[src/rtl/johnson_ctrl_pkg.sv]
// Shared types and the Johnson next-phase function for the step sequencer.
// The function works on a fixed-width container so any core width up to JMAX_W can use it.
package johnson_ctrl_pkg;

    localparam int JMAX_W = 32;

    typedef enum logic [1:0] {
        ST_IDLE = 2'd0,
        ST_RUN  = 2'd1,
        ST_DONE = 2'd2
    } state_t;

    localparam logic DIR_FWD = 1'b0;
    localparam logic DIR_REV = 1'b1;

    // Only the low w bits of cur are meaningful; bits at and above w come back as zero.
    function automatic logic [JMAX_W-1:0] johnson_next(
        input logic [JMAX_W-1:0] cur,
        input logic              dir,
        input int unsigned       w
    );
        logic [JMAX_W-1:0] mask;
        logic [JMAX_W-1:0] msb_sh;
        logic [JMAX_W-1:0] lsb_in;
        mask   = {JMAX_W{1'b1}} >> (JMAX_W - w);
        msb_sh = cur >> (w - 1);
        lsb_in = {{(JMAX_W-1){1'b0}}, ~cur[0]};
        if (dir == DIR_FWD) begin
            johnson_next = ((cur << 1) | {{(JMAX_W-1){1'b0}}, ~msb_sh[0]}) & mask;
        end else begin
            johnson_next = ((cur & mask) >> 1) | (lsb_in << (w - 1));
        end
    endfunction

endpackage

[src/rtl/johnson_core.sv]
// Johnson phase register: advances one position forward or in reverse when en is high.
module johnson_core
    import johnson_ctrl_pkg::*;
#(
    parameter int WIDTH = 4
) (
    input  logic             clk,
    input  logic             reset,
    input  logic             en,
    input  logic             dir,
    output logic [WIDTH-1:0] q
);

    logic [WIDTH-1:0]  q_q;
    logic [WIDTH-1:0]  q_d;
    logic [JMAX_W-1:0] cur_ext;
    logic [JMAX_W-1:0] nxt_ext;

    always_comb begin
        cur_ext              = '0;
        cur_ext[WIDTH-1:0]   = q_q;
        nxt_ext              = johnson_next(cur_ext, dir, WIDTH);
        q_d                  = en ? nxt_ext[WIDTH-1:0] : q_q;
    end

    // Upper container bits are always zero; fold them away so they are not flagged as dangling.
    generate
        if (WIDTH < JMAX_W) begin : g_hi
            logic unused_hi;
            assign unused_hi = ^nxt_ext[JMAX_W-1:WIDTH];
        end
    endgenerate

    always_ff @(posedge clk or negedge reset) begin
        if (!reset) begin
            q_q <= '0;
        end else begin
            q_q <= q_d;
        end
    end

    assign q = q_q;

endmodule

[src/rtl/johnson_step_ctrl.sv]
// Command-driven Johnson phase sequencer: accepts (steps, dir, div), steps once per
// div+1 cycles, and reports completion with a one-cycle done pulse plus an aborted flag.
module johnson_step_ctrl
    import johnson_ctrl_pkg::*;
#(
    parameter int WIDTH = 4,
    parameter int CNT_W = 8,
    parameter int DIV_W = 8
) (
    input  logic             clk,
    input  logic             reset,
    input  logic             cmd_valid,
    output logic             cmd_ready,
    input  logic [CNT_W-1:0] cmd_steps,
    input  logic             cmd_dir,
    input  logic [DIV_W-1:0] cmd_div,
    input  logic             abort,
    output logic [WIDTH-1:0] q,
    output logic             step_pulse,
    output logic             busy,
    output logic             done,
    output logic             aborted
);

    state_t           state_q,     state_d;
    logic [CNT_W-1:0] remaining_q, remaining_d;
    logic [DIV_W-1:0] pre_q,       pre_d;
    logic [DIV_W-1:0] div_q,       div_d;
    logic             dir_q,       dir_d;
    logic             aborted_q,   aborted_d;
    logic             period_end;

    assign period_end = (pre_q == div_q);

    always_comb begin
        state_d     = state_q;
        remaining_d = remaining_q;
        pre_d       = pre_q;
        div_d       = div_q;
        dir_d       = dir_q;
        aborted_d   = aborted_q;
        step_pulse  = 1'b0;
        cmd_ready   = 1'b0;
        done        = 1'b0;
        busy        = (state_q != ST_IDLE);

        case (state_q)
            ST_IDLE: begin
                cmd_ready = 1'b1;
                if (cmd_valid) begin
                    remaining_d = cmd_steps;
                    dir_d       = cmd_dir;
                    div_d       = cmd_div;
                    pre_d       = '0;
                    aborted_d   = 1'b0;
                    state_d     = (cmd_steps == '0) ? ST_DONE : ST_RUN;
                end
            end
            ST_RUN: begin
                // Abort wins over a coincident period end: the phase must not move.
                if (abort) begin
                    aborted_d = 1'b1;
                    state_d   = ST_DONE;
                end else if (period_end) begin
                    step_pulse  = 1'b1;
                    pre_d       = '0;
                    remaining_d = remaining_q - CNT_W'(1);
                    if (remaining_q == CNT_W'(1)) begin
                        state_d = ST_DONE;
                    end
                end else begin
                    pre_d = pre_q + DIV_W'(1);
                end
            end
            ST_DONE: begin
                done    = 1'b1;
                state_d = ST_IDLE;
            end
            default: begin
                state_d = ST_IDLE;
            end
        endcase
    end

    always_ff @(posedge clk or negedge reset) begin
        if (!reset) begin
            state_q     <= ST_IDLE;
            remaining_q <= '0;
            pre_q       <= '0;
            div_q       <= '0;
            dir_q       <= DIR_FWD;
            aborted_q   <= 1'b0;
        end else begin
            state_q     <= state_d;
            remaining_q <= remaining_d;
            pre_q       <= pre_d;
            div_q       <= div_d;
            dir_q       <= dir_d;
            aborted_q   <= aborted_d;
        end
    end

    assign aborted = aborted_q;

    johnson_core #(
        .WIDTH (WIDTH)
    ) u_core (
        .clk   (clk),
        .reset (reset),
        .en    (step_pulse),
        .dir   (dir_q),
        .q     (q)
    );

endmodule

[config.mk]
export PLATFORM = sky130hd
export DESIGN_NAME = johnson_step_ctrl
export DESIGN_NICKNAME = d
export VERILOG_FILES = /design/src/rtl/johnson_ctrl_pkg.sv /design/src/rtl/johnson_core.sv /design/src/rtl/johnson_step_ctrl.sv
export SDC_FILE = /design/constraint.sdc
export NUM_CORES = 1
export LEC_CHECK = 0
export ABC_AREA = 1
export CAP_MARGIN = 20
export CORE_ASPECT_RATIO = 1.2
export CORE_MARGIN = 10
export CORE_UTILIZATION = 58
export DETAILED_ROUTE_END_ITERATION = 8
export GPL_TIMING_DRIVEN = 0
export PLACE_DENSITY = 0.85
export SLEW_MARGIN = 25
export SYNTH_ARGS = -nofsm -noshare
export SYNTH_HDL_FRONTEND = slang
export SYNTH_SLANG_ARGS = --single-unit
[constraint.sdc]
create_clock -name clk -period 2 [get_ports clk]
set_input_delay 0.4 -clock clk [delete_from_list [all_inputs] [get_ports clk]]
set_output_delay 0.4 -clock clk [all_outputs]
set_load 0.05 [all_outputs]
==> results, run 1 <==
- The run finished, with violations left.
- The checks that failed: setup timing.
- The core region is 0.00314 mm².
- The final number of max-transition violations was 0.
- The synthesized netlist devotes 9.41% of its cell area to compound gates.
- Overall power consumption after layout is estimated at 3.58 mW.
- For this design, the slowest cell found on the critical path is sky130_fd_sc_hd__dfrtp_2.
- The net total in the final layout is 346.
- From left edge to right edge, the die measures 72.8 µm.
- The post-detailed-route via-to-cell ratio is 5.28.
- Walking the worst path, the cells encountered are inv_2, nand2_2, nand2_2, nand2_2, nor2_4, nand2_4, nor2_4, buf_8.
- The biggest area contributor in the post-synthesis netlist is sky130_fd_sc_hd__dfrtp_1.
- In this run the remaining antenna-violating nets after routing total 0.
- The gate count of the mapped netlist is 274.
- The most congested layer reported by global routing is met2.
- The placed wire-length estimate after detailed placement is 3.31 mm.
- The die footprint is 0.00607 mm².
- After layout, the worst path uses 102% of the clock period.
- From synthesis to final layout, the design area changed by 27.6%.
- The H-tree was split into 2 levels.
- The number of buffers and inverters on the critical path is 2.
- The kind of cell adding the most delay to the critical path is simple AND/OR/NAND/NOR gates.
- The total wire length after detailed routing is 4.55 mm.
- The largest fanout on the critical path is 6.
- Counting every sink on the clock net gives 32.
- Summing the sequential cell areas from Yosys gives 41.3% of the chip area.
- The total routing resource utilization after global routing is 15.4%.
- The signal arrival time at the worst endpoint is 1.65 ns.
- Static timing analysis puts the maximum clock frequency at 489 MHz.
- The site row count is 22.
- In this run, CTS created clock tree buffers numbering 5.
- The endpoint type of the worst setup path is a primary output.
- The worst setup path is of the register to primary output kind.
- The part of the total power dissipated in sequential elements is 31.7%.
- The slack of the critical path is -0.0464 ns.
- Setup repair after global routing could not meet its margin everywhere.
- The number of warning messages in the yosys log is 0.
- The average cell area after synthesis is 7.08 µm².
- The share of the synthesized area in the top cell type is 41.3%.
- In the final layout, the share of cells above drive strength 1 is 16.1%.
- The post-synthesis simple-gate area fraction is 36.7%.
- The tree is rooted in a sky130_fd_sc_hd__clkbuf_4.
- Summing all placed instances gives a cell area of 0.00230 mm².
- Of the total synthesized cell area, the portion taken by full adders, half adders and majority gates is 1.93%.
- The number of distinct standard cells referenced by the synthesized netlist is 21.
- The worst path in the final design needs a cycle of 2.05 ns, including I/O delays and setup.
- The number of stages on the worst setup path is 8.
- The remaining global-route overflow is 0.
- The tightest min-delay check is of the primary input to async pin type.
- The register-to-register path setup slack is 0.46 ns.
- TritonCTS built the clock tree.
- Yosys attributes the largest share of cell area to sky130_fd_sc_hd__dfrtp_1 (41%), sky130_fd_sc_hd__nand2_1 (20%), sky130_fd_sc_hd__o21ai_0 (6.4%).
- STA puts the critical path data required time at 1.60 ns.
- The met3 track utilization from global routing is 6.79%.
- The number of hold violations in the final report is 0.
- The max-cap violation count is 0.
- The setup slack at placement is -0.494 ns.
- The path depth of the worst reg2reg path is 11.
- Clock latency on the worst-skew pair, taken at its later pin, is 0.34 ns.
- Summing all flip-flop and latch instances after layout gives 805 µm².
- The detailed-route via count is 1892.
- The dominant cell type by count on the critical path is sky130_fd_sc_hd__nand2_2.
- After the first detailed-routing iteration, the DRC count stood at 106.
- The cell internal power dissipation is 1.82 mW.
- Clock skew on the completed layout was measured at 0.00584 ns.
- For this run, design rule violations remaining after detail routing come to 0.
- The xor-xnor portion of the synthesized cell area is 2.26%.
- The startpoint of the most critical register-to-register path is pre_q[4].
- The delay of the slowest critical-path stage is 0.45 ns.
- The first global-routing pass estimated 7.70 mm of wire.
- The number of antenna violations at the first check in global routing came to 0.
- The filler cell count is 234.
- In this run switching power makes up 49.1% of total power.
- After clock tree synthesis, the clock-pin slew on the worst setup and hold paths is 0.10 ns.
- The synthesized design contains 32 register bits.
- VDD sags by at most 1.35 mV.
- The clock network burns 11.9% of the power.
- The floorplan step set the die height to 83.4 µm.
- After synthesis, the share of cell area in mux cells is 0%.
- 0 antenna diodes ended up in the layout.
- The relative slew slack is 65.7%.
- The power per cell area is 1450 mW/mm².
- Combinational logic is responsible for 56.4% of the overall power.
- The leakage power total is 1.29 nW.
- The cell area after synthesis is 0.00194 mm².
- The final weighted congestion in routability-driven placement is 0.855.
- The met2 global-route usage is 24.6%.
- At the pin with the least slew margin, the transition time is 0.513 ns.
- For this configuration, the core starts out at a cell density of 61.8%.
- The number of I/O pins is 30.
- The worst setup path is launched from a register.
- The pin count of the biggest net entering global routing is 25.
- The number of buffers added on ports is 29.
- The summed area of non-filler cells in the final layout is 0.00248 mm².
- In this run the deepest clock path goes through 2 buffers.
- The number of nets produced by synthesis is 298.
- The pre-antenna-repair detailed-routing pass consisted of 4 iterations.
- The via count of the first global-routing pass was 1831.
- After detailed routing, the average wire length per cell comes to 12.7 µm.
- Setup violations remaining at the end of the flow were counted as 1.
- The first element of the critical path is pre_q[4].
- The switching power summed over all nets is 1.76 mW.
- In the final layout, the multi-input gates occupy 0.00100 mm².
- The combinational family with the most area after synthesis is simple AND/OR/NAND/NOR gates.
- For met1 alone, demand over resource in global routing was 17.6%.
==> timing repair <==
action,CTS,global route
resized for setup,13,15
cloned,0,0
setup endpoints to repair,4,5
pin swaps,0,8
endpoints found under the hold margin,8,0
hold buffers,1,0
setup buffers,0,10
==> routing by layer <==
metal	vias up	part of all wire (%)	routed length, µm
met3	7	8.0	365
met2	53	47	2160
met4	0	1.8	81
met1	872	43	1940
li1	960	-	-
met5	-	0	0
==> logic make-up (layout without fill, tap and decap cells) <==
logic type      after synthesis  count (layout)
simple gates                161             161
buf+inv                      37              85
compound gates               36              36
flops                        32              32
xor+xnor                      5               5
fa+ha+maj                     3               3
==> path summary, 6_finish.rpt <==
check                                      end
worst max-delay path                step_pulse
worst min-delay path            remaining_q[6]
worst max register to register  remaining_q[1]
worst min register to register         aborted
max in group asynchronous             pre_q[4]
min in group clk                       aborted
==> cells in the mapped netlist, drive strengths merged <==
| cell type | instances |
|---|---|
| dfrtp | 32 |
| a21oi | 7 |
| inv | 32 |
| ha | 3 |
| xnor2 | 3 |
| nand4 | 4 |
| nand2 | 108 |
| nand3 | 23 |
| xor2 | 2 |
| o21ai | 28 |
| a21o | 1 |
| nor2 | 26 |
| buf | 5 |
==> registers in the layout, summed over array words and instances, names as in the netlist <==
register / flops
div_q: 8
pre_q: 8
state_q: 2
dir_q: 1
remaining_q: 8
aborted: 1
u_core.q: 4
==> cells in the final DEF (no fill, tap or decap), drive strengths merged <==
cell type / Yosys / final
xor2: 2 / 2
nand4: 4 / 4
nand3: 23 / 23
clkdlybuf4s50: 0 / 22
xnor2: 3 / 3
inv: 32 / 32
a21o: 1 / 1
nand2: 108 / 108
clkbuf: 0 / 9
dlygate4sd2: 0 / 1
dfrtp: 32 / 32
dlygate4sd3: 0 / 1
buf: 5 / 18
dlymetal6s2s: 0 / 2
a21oi: 7 / 7
nor2: 26 / 26
ha: 3 / 3
o21ai: 28 / 28
==> power by group through the flow <==
| stage | Combinational, mW | Sequential (mW) | Clock [mW] |
|---|---|---|---|
| 2_1_floorplan | 1.34 | 1.21 | 0 |
| 3_3_place_gp | 1.88 | 1.14 | 0 |
| 3_5_place_dp | 1.92 | 1.13 | 0 |
| 4_1_cts | 1.93 | 1.13 | 0.435 |
| 5_1_grt | 2.25 | 1.17 | 0.460 |
| 6_report | 2.02 | 1.13 | 0.427 |
==> area by class of cell <==
| cell class | instances | share of cell area [%] |
|---|---|---|
| multi-input combinational | 205 | 40.4 |
| sequential | 32 | 32.5 |
| timing repair buffer | 41 | 16.0 |
| inverter | 32 | 4.85 |
| clock buffer | 7 | 2.63 |
| tap | 36 | 1.82 |
| buffer | 5 | 1.77 |
==> per-stage QoR <==
step                      setup TNS (ns)  instances  util [%]  hold WS [ns]
after floorplan                        0        274         -         0.104
after global placement             -3.87        339      72.5         0.470
after detailed placement          -0.494        340      73.2         0.285
after CTS                        -0.0930        348      75.9         0.442
after global routing              -0.135        358      78.9         0.461
final                            -0.0464        358      78.9         0.445
(Power assumes the default switching activity.)
==> run 2: changes to the inputs <==
--- a/config.mk
+++ b/config.mk
@@ -6,6 +6,7 @@
 export NUM_CORES = 1
 export LEC_CHECK = 0
 export ABC_AREA = 1
+export ABC_CLOCK_PERIOD_IN_PS = 2000
 export CAP_MARGIN = 20
 export CORE_ASPECT_RATIO = 1.2
 export CORE_MARGIN = 10
==> results of run 2 <==
The final DEF is identical to that of run 1; final timing and power are the same.
